<file path="src/rtl/regfile_sequencer_if.sv">
// ============================================================================
// Module      : regfile_sequencer_if
// Description : Decoder request, register-file port and ALU handshake bundle
//               for the tiny16 register-file sequencer.
// Revision    : 1.0 - initial release
// ============================================================================
`default_nettype none

interface regfile_sequencer_if #(
  parameter int DATA_W = 16,
  parameter int SEL_W  = 3
) ();

  // decoder request
  logic              req_valid;
  logic              req_ready;
  logic [SEL_W-1:0]  req_src;
  logic [SEL_W-1:0]  req_dst;
  logic              req_wb;

  // register file port
  logic [SEL_W-1:0]  rf_src_sel;
  logic [SEL_W-1:0]  rf_dst_sel;
  logic              rf_out_en;
  logic [DATA_W-1:0] rf_src;
  logic [DATA_W-1:0] rf_dst;
  logic              rf_in_en;
  logic [DATA_W-1:0] rf_in;

  // ALU handshake and status
  logic              op_valid;
  logic [DATA_W-1:0] op_a;
  logic [DATA_W-1:0] op_b;
  logic              res_valid;
  logic [DATA_W-1:0] res_data;
  logic              done;
  logic              err;

  modport master (
    input  req_valid, req_src, req_dst, req_wb,
    output req_ready,
    output rf_src_sel, rf_dst_sel, rf_out_en, rf_in_en, rf_in,
    input  rf_src, rf_dst,
    output op_valid, op_a, op_b,
    input  res_valid, res_data,
    output done, err
  );

  modport slave (
    output req_valid, req_src, req_dst, req_wb,
    input  req_ready,
    input  rf_src_sel, rf_dst_sel, rf_out_en, rf_in_en, rf_in,
    output rf_src, rf_dst,
    input  op_valid, op_a, op_b,
    output res_valid, res_data,
    input  done, err
  );

endinterface

`default_nettype wire

</file>
<file path="src/rtl/regfile_sequencer.sv">
// ============================================================================
// Module      : regfile_sequencer
// Description : Initiator for the tiny16 register-file port: read two operands,
//               hand them to the ALU, write the result back. One op in flight.
//               Optional macro REGSEQ_ZERO_R0_EN makes register 0 read as zero
//               and never be written.
// Revision    : 1.0 - initial release
// ============================================================================
`default_nettype none

module regfile_sequencer #(
  parameter int DATA_W  = 16,
  parameter int SEL_W   = 3,
  parameter int TIMEOUT = 255
) (
  input  wire logic         clk,
  input  wire logic         rst,
  regfile_sequencer_if.master bus
);

  typedef enum logic [2:0] {
    S_IDLE  = 3'd0,
    S_READ  = 3'd1,
    S_CAPT  = 3'd2,
    S_EXEC  = 3'd3,
    S_WRITE = 3'd4
  } state_t;

  // The counter only has to reach TIMEOUT-1; TIMEOUT of 0 disables the check.
  localparam int c_cnt_w = (TIMEOUT > 1) ? $clog2(TIMEOUT) : 1;
  localparam logic [c_cnt_w-1:0] c_cnt_last = c_cnt_w'((TIMEOUT > 0) ? TIMEOUT - 1 : 0);

  state_t              r_state;
  state_t              w_state_nxt;
  logic [SEL_W-1:0]    r_src;
  logic [SEL_W-1:0]    r_dst;
  logic                r_wb;
  logic [DATA_W-1:0]   r_op_a;
  logic [DATA_W-1:0]   r_op_b;
  logic [DATA_W-1:0]   r_result;
  logic [c_cnt_w-1:0]  r_cnt;

  logic                w_accept;
  logic                w_timeout;
  logic [DATA_W-1:0]   w_cap_a;
  logic [DATA_W-1:0]   w_cap_b;
  logic                w_wr_en;

  assign w_accept  = (r_state == S_IDLE) && bus.req_valid;
  assign w_timeout = (TIMEOUT != 0) && (r_state == S_EXEC) &&
                     !bus.res_valid && (r_cnt == c_cnt_last);

`ifdef REGSEQ_ZERO_R0_EN
  assign w_cap_a = (r_src == '0) ? '0 : bus.rf_src;
  assign w_cap_b = (r_dst == '0) ? '0 : bus.rf_dst;
  assign w_wr_en = r_wb && (r_dst != '0);
`else
  assign w_cap_a = bus.rf_src;
  assign w_cap_b = bus.rf_dst;
  assign w_wr_en = r_wb;
`endif

  always_ff @(posedge clk or posedge rst) begin
    if (rst) begin
      r_state <= S_IDLE;
    end else begin
      r_state <= w_state_nxt;
    end
  end

  always_comb begin
    w_state_nxt    = r_state;
    bus.req_ready  = 1'b0;
    bus.rf_out_en  = 1'b0;
    bus.op_valid   = 1'b0;
    bus.rf_in_en   = 1'b0;
    bus.done       = 1'b0;
    bus.err        = 1'b0;
    case (r_state)
      S_IDLE: begin
        // Held low while reset is asserted so every output reads 0 in reset.
        bus.req_ready = !rst;
        if (w_accept) begin
          w_state_nxt = S_READ;
        end
      end
      S_READ: begin
        bus.rf_out_en = 1'b1;
        w_state_nxt   = S_CAPT;
      end
      S_CAPT: begin
        w_state_nxt = S_EXEC;
      end
      S_EXEC: begin
        bus.op_valid = 1'b1;
        if (bus.res_valid) begin
          w_state_nxt = S_WRITE;
        end else if (w_timeout) begin
          bus.err     = 1'b1;
          w_state_nxt = S_IDLE;
        end
      end
      S_WRITE: begin
        bus.rf_in_en = w_wr_en;
        bus.done     = 1'b1;
        w_state_nxt  = S_IDLE;
      end
      default: begin
        w_state_nxt = S_IDLE;
      end
    endcase
  end

  always_ff @(posedge clk or posedge rst) begin
    if (rst) begin
      r_src    <= '0;
      r_dst    <= '0;
      r_wb     <= 1'b0;
      r_op_a   <= '0;
      r_op_b   <= '0;
      r_result <= '0;
    end else begin
      if (w_accept) begin
        r_src <= bus.req_src;
        r_dst <= bus.req_dst;
        r_wb  <= bus.req_wb;
      end
      if (r_state == S_CAPT) begin
        r_op_a <= w_cap_a;
        r_op_b <= w_cap_b;
      end
      if ((r_state == S_EXEC) && bus.res_valid) begin
        r_result <= bus.res_data;
      end
    end
  end

  // Counts EXEC cycles spent without a result; idle outside EXEC.
  always_ff @(posedge clk or posedge rst) begin
    if (rst) begin
      r_cnt <= '0;
    end else if ((r_state == S_EXEC) && !bus.res_valid) begin
      r_cnt <= r_cnt + 1'b1;
    end else begin
      r_cnt <= '0;
    end
  end

  assign bus.rf_src_sel = r_src;
  assign bus.rf_dst_sel = r_dst;
  assign bus.rf_in      = r_result;
  assign bus.op_a       = r_op_a;
  assign bus.op_b       = r_op_b;

endmodule

`default_nettype wire

</file>
<file path="src/flat_wrapper.sv">
// flat-port wrapper written by rule: the top's interface ports become plain ports
module regfile_sequencer_flat 
#(
  parameter int DATA_W  = 16,
  parameter int SEL_W   = 3,
  parameter int TIMEOUT = 255
)
  (clk, rst, bus_req_valid, bus_req_src, bus_req_dst, bus_req_wb, bus_req_ready, bus_rf_src_sel, bus_rf_dst_sel, bus_rf_out_en, bus_rf_in_en, bus_rf_in, bus_rf_src, bus_rf_dst, bus_op_valid, bus_op_a, bus_op_b, bus_res_valid, bus_res_data, bus_done, bus_err);
  regfile_sequencer_if #(.DATA_W(DATA_W), .SEL_W(SEL_W)) bus_i ();
  input  wire logic clk;
  input  wire logic rst;
  input wire logic [$bits(bus_i.req_valid)-1:0] bus_req_valid;
  input wire logic [$bits(bus_i.req_src)-1:0] bus_req_src;
  input wire logic [$bits(bus_i.req_dst)-1:0] bus_req_dst;
  input wire logic [$bits(bus_i.req_wb)-1:0] bus_req_wb;
  output wire logic [$bits(bus_i.req_ready)-1:0] bus_req_ready;
  output wire logic [$bits(bus_i.rf_src_sel)-1:0] bus_rf_src_sel;
  output wire logic [$bits(bus_i.rf_dst_sel)-1:0] bus_rf_dst_sel;
  output wire logic [$bits(bus_i.rf_out_en)-1:0] bus_rf_out_en;
  output wire logic [$bits(bus_i.rf_in_en)-1:0] bus_rf_in_en;
  output wire logic [$bits(bus_i.rf_in)-1:0] bus_rf_in;
  input wire logic [$bits(bus_i.rf_src)-1:0] bus_rf_src;
  input wire logic [$bits(bus_i.rf_dst)-1:0] bus_rf_dst;
  output wire logic [$bits(bus_i.op_valid)-1:0] bus_op_valid;
  output wire logic [$bits(bus_i.op_a)-1:0] bus_op_a;
  output wire logic [$bits(bus_i.op_b)-1:0] bus_op_b;
  input wire logic [$bits(bus_i.res_valid)-1:0] bus_res_valid;
  input wire logic [$bits(bus_i.res_data)-1:0] bus_res_data;
  output wire logic [$bits(bus_i.done)-1:0] bus_done;
  output wire logic [$bits(bus_i.err)-1:0] bus_err;
  assign bus_i.req_valid = bus_req_valid;
  assign bus_i.req_src = bus_req_src;
  assign bus_i.req_dst = bus_req_dst;
  assign bus_i.req_wb = bus_req_wb;
  assign bus_req_ready = bus_i.req_ready;
  assign bus_rf_src_sel = bus_i.rf_src_sel;
  assign bus_rf_dst_sel = bus_i.rf_dst_sel;
  assign bus_rf_out_en = bus_i.rf_out_en;
  assign bus_rf_in_en = bus_i.rf_in_en;
  assign bus_rf_in = bus_i.rf_in;
  assign bus_i.rf_src = bus_rf_src;
  assign bus_i.rf_dst = bus_rf_dst;
  assign bus_op_valid = bus_i.op_valid;
  assign bus_op_a = bus_i.op_a;
  assign bus_op_b = bus_i.op_b;
  assign bus_i.res_valid = bus_res_valid;
  assign bus_i.res_data = bus_res_data;
  assign bus_done = bus_i.done;
  assign bus_err = bus_i.err;
  regfile_sequencer #(.DATA_W(DATA_W), .SEL_W(SEL_W), .TIMEOUT(TIMEOUT)) u_core (.clk(clk), .rst(rst), .bus(bus_i));
endmodule
</file>
<file path="config.mk">
export PLATFORM = sky130hd
export DESIGN_NAME = regfile_sequencer_flat
export DESIGN_NICKNAME = d
export VERILOG_FILES = /design/src/rtl/regfile_sequencer_if.sv /design/src/rtl/regfile_sequencer.sv /design/src/flat_wrapper.sv
export SDC_FILE = /design/constraint.sdc
export NUM_CORES = 1
export LEC_CHECK = 0
export CAP_MARGIN = 25
export CORE_MARGIN = 2
export CORE_UTILIZATION = 42
export DETAILED_ROUTE_END_ITERATION = 8
export PLACE_DENSITY = 0.81
export SLEW_MARGIN = 20
export SYNTH_ARGS = -nofsm -noshare
export SYNTH_HDL_FRONTEND = slang
export SYNTH_SLANG_ARGS = --single-unit
</file>
<file path="constraint.sdc">
create_clock -name clk -period 2.6 [get_ports clk]
set_input_delay 0.39 -clock clk [delete_from_list [all_inputs] [get_ports clk]]
set_output_delay 0.39 -clock clk [all_outputs]
set_load 0.01 [all_outputs]
</file>
==> results <==
layout by cell type, fill, tap and decap left out, drive strengths merged:
master	instances
nor4b	1
o31ai	1
and3b	1
ha	2
nand3	5
clkinv	2
nor3b	3
bufinv	1
dfrtp	66
clkinvlp	3
o21ai	4
and2	1
buf	5
clkdlybuf4s50	118
nor3	1
nor2	7
nand4	1
mux2	55
nand2b	1
nor4	1
or3	3
clkbuf	10
xnor2	1
inv	4
nand2	3
a21oi	3
xor2	2
nor4bb	1
cells by family after synthesis:
group,synth area share (%)
compound gates,1.59
xor+xnor,0.985
fa+ha+maj,0.938
buf+inv,2.72
flops,61.9
mux,24.5
simple gates,7.36
critical path: stages (launching register included):
cell and delay [ps]:
sky130_fd_sc_hd__dfrtp_1 530, sky130_fd_sc_hd__and3b_2 290, sky130_fd_sc_hd__nand2b_1 80, sky130_fd_sc_hd__nor3_1 180, sky130_fd_sc_hd__clkdlybuf4s50_1 560
cell usage after synthesis:
master,n,area [um^2]
sky130_fd_sc_hd__xor2_1,2,17.5
sky130_fd_sc_hd__nor2_1,7,26.3
sky130_fd_sc_hd__mux2_2,46,518
sky130_fd_sc_hd__clkbuf_1,1,3.75
sky130_fd_sc_hd__and2_1,1,6.26
sky130_fd_sc_hd__nor4bb_1,1,10.0
sky130_fd_sc_hd__ha_1,2,25.0
sky130_fd_sc_hd__buf_4,5,37.5
sky130_fd_sc_hd__nor4b_4,1,23.8
sky130_fd_sc_hd__nor4_1,1,6.26
sky130_fd_sc_hd__buf_6,1,11.3
sky130_fd_sc_hd__inv_1,4,15.0
sky130_fd_sc_hd__dfrtp_1,66,1650
sky130_fd_sc_hd__xnor2_1,1,8.76
sky130_fd_sc_hd__nand3_1,5,25.0
sky130_fd_sc_hd__nand2_1,2,7.51
sky130_fd_sc_hd__nor3b_1,2,15.0
sky130_fd_sc_hd__nand2b_1,1,6.26
sky130_fd_sc_hd__o21ai_0,4,20.0
sky130_fd_sc_hd__and3b_2,1,10.0
sky130_fd_sc_hd__nor3b_4,1,18.8
sky130_fd_sc_hd__nand4_1,1,6.26
sky130_fd_sc_hd__a21oi_1,3,15.0
sky130_fd_sc_hd__mux2_4,9,135
sky130_fd_sc_hd__o31ai_1,1,7.51
sky130_fd_sc_hd__nor3_1,1,5.00
sky130_fd_sc_hd__or3_1,3,18.8
sky130_fd_sc_hd__nand2_4,1,11.3
sky130_fd_sc_hd__clkbuf_2,1,5.00
final timing paths:
path                                       endpoint  slack [ps]  cells after the start                 start
max                                         bus_err         250                      4     u_core.r_state[0]
min                        u_core.bus.rf_dst_sel[2]         350                      2                   rst
max reg2reg                      u_core.bus.op_b[6]         940                      3     u_core.r_state[1]
min reg2reg                    u_core.bus.rf_in[11]         510                      1  u_core.bus.rf_in[11]
max in group asynchronous        u_core.bus.op_a[5]        1690                      3                   rst
min in group clk               u_core.bus.rf_in[11]         510                      1  u_core.bus.rf_in[11]
metrics by stage:
step	utilization, %	total power (uW)	instances
global placement	63.1	3950	367
finish	66.4	4810	383
CTS	66.4	4890	383
floorplan	-	2880	175
detailed placement	63.1	4010	367
global route	66.4	5120	383
metal layers:
layer  GRT usage [%]  vias to the layer above  wire length, um
met5               0                        -                0
met4            8.36                        0              112
met3            5.34                       11              462
met2            26.8                       81             2460
met1            21.7                      874             2320
li1                -                      861                -
power by group through the flow:
stage	logic (uW)	registers, uW	clock network [uW]
floorplan	945	1940	0
global placement	2200	1750	0
detailed placement	2220	1780	0
CTS	2230	1770	890
global route	2350	1840	933
finish	2190	1760	857
state kept, by name, indices dropped and copies added (netlist names):
signal	count
u_core.bus.op_a	16
u_core.bus.rf_dst_sel	3
u_core.r_wb	1
u_core.bus.rf_src_sel	3
u_core.bus.op_b	16
u_core.r_cnt	8
u_core.bus.rf_in	16
u_core.r_state	3
final cells by class:
type                            instances  area (um^2)  area share [%]
Tap cell                               77         96.3            2.33
Clock buffer                           10          138            3.32
Timing Repair Buffer                  123         1230            29.7
Clock inverter                          6         66.3            1.60
Sequential cell                        66         1650            39.9
Inverter                                4         15.0           0.363
Multi-Input combinational cell         97          943            22.8
==> parameters.txt <==
Parameter                              Value

Status
  Status    completed

CTS
  Root Driver    sky130_fd_sc_hd__clkbuf_8
  Setup bufs post-CTS    0
  Worst-Skew Late Latency    ~330 ps
  Number of buffers created by CTS    9
  Number of gates resized after CTS    0
  H-tree lvl count    3
  CTS sink cnt    66
  Post-CTS clock slew at the launch and capture registers of the worst setup and hold paths    ~70 ps
  Post-CTS Hold Buffers    0
  CTS tree    done
  Number of buffers on the longest clock path    2

Global route
  GRT Overall Usage    between 10% and 20%
  GR Overflow Total    0
  Number of antenna violations at the first check in global routing    0
  Via count of the first global-routing pass    2086
  First-pass GRT wire length    approximately 9500 um
  Pin count of the biggest net entering global routing    36

Placed design
  Cell area after placement    between 3000 and 4000 um^2
  Post-Place Setup Slack    roughly 410 ps
  Hpwl dp    3950 um
  Number of port buffers    about 120
  Placer's final routability congestion estimate    0.735

Pwr
  Reported net switching power    around 1400 uW
  Power share of the sequential group    a little under two fifths
  Power share of the combinational group    between 40% and 50%
  Relative contribution of the clock network to total power    around 18%
  Leakage component of the power    0.00174 uW
  Power density over the cells    roughly 1200 nW/um^2
  Internal power    about 3400 uW
  Net Sw Frac    29.2%
  Worst voltage drop across the vdd grid    between 600 and 700 uV

Worst setup path
  Type of the worst setup path    flop to output pin
  Highest net fanout along the worst path    8
  CP Data Arrival Time    between 1500 and 2000 ps
  Element type at the critical path end    output pin
  Worst EP required    2210 ps
  Type of element launching the critical path    flop

Logic synthesis
  Average size of a mapped cell    ~15 um^2
  Yosys synthesis warning count    0
  Synth Register Bits    66
  Seq/Total Area, Yosys    61.9%
  Count of different cell masters after synthesis    29
  Post-synthesis instance area    between 2000 and 3000 um^2
  Post-synth net total    between 200 and 250
  Synthesized instance count    between 150 and 200

Route
  Number of remaining DRC errors    0
  Routed length per placed instance    between 10 and 15 um
  First DRT Iteration DRCs    57
  Total wirelength of the detailed-routed design    roughly 5400 um
  First-pass detailed-route iteration total    2
  Detail Route Antenna Nets    0
  Vias after detailed routing    around 1800
  Detailed-route vias per instance    approximately 4.8

STA
  Unrepaired setup endpoints after global routing    false
  Worst-Margin Slew    roughly 470 ps
  Number of max-slew violations in the final report    0
  Endpoints failing setup    0
  Final Hold Viols    0
  Skew final    approximately 6.5 ps
  Final Critical Period    roughly 2400 ps
  Worst relative slew slack    around two thirds
  Setup TNS    0 ps
  Setup slack after layout    248 ps
  Timing-limited maximum frequency    about 0.43 GHz
  Hold Slack    348 ps
  Ratio of final minimum period to clock period    between 90% and 100%

Flow run
  Max-cap violation count    0

Final layout
  Final instance area    about 4100 um^2
  Total Nets Final    about 360
  P&R area growth vs syn    55.3%
  Filler cells    around 470
  ANT cells    0
  Layout cells sized above 1    a little over a quarter

Hold path
  Worst hold path type    primary input to async pin

Floorplanning
  Horizontal die dimension    roughly 84 um
  Core ar.    ~6200 um^2
  Initial Util    between 40 and 50%
  Die outline height    roughly 84 um
  Row count    29
  Area of the die    7000 um^2
  Number of I/O pins    119
Power figures use the tool's default switching activity.
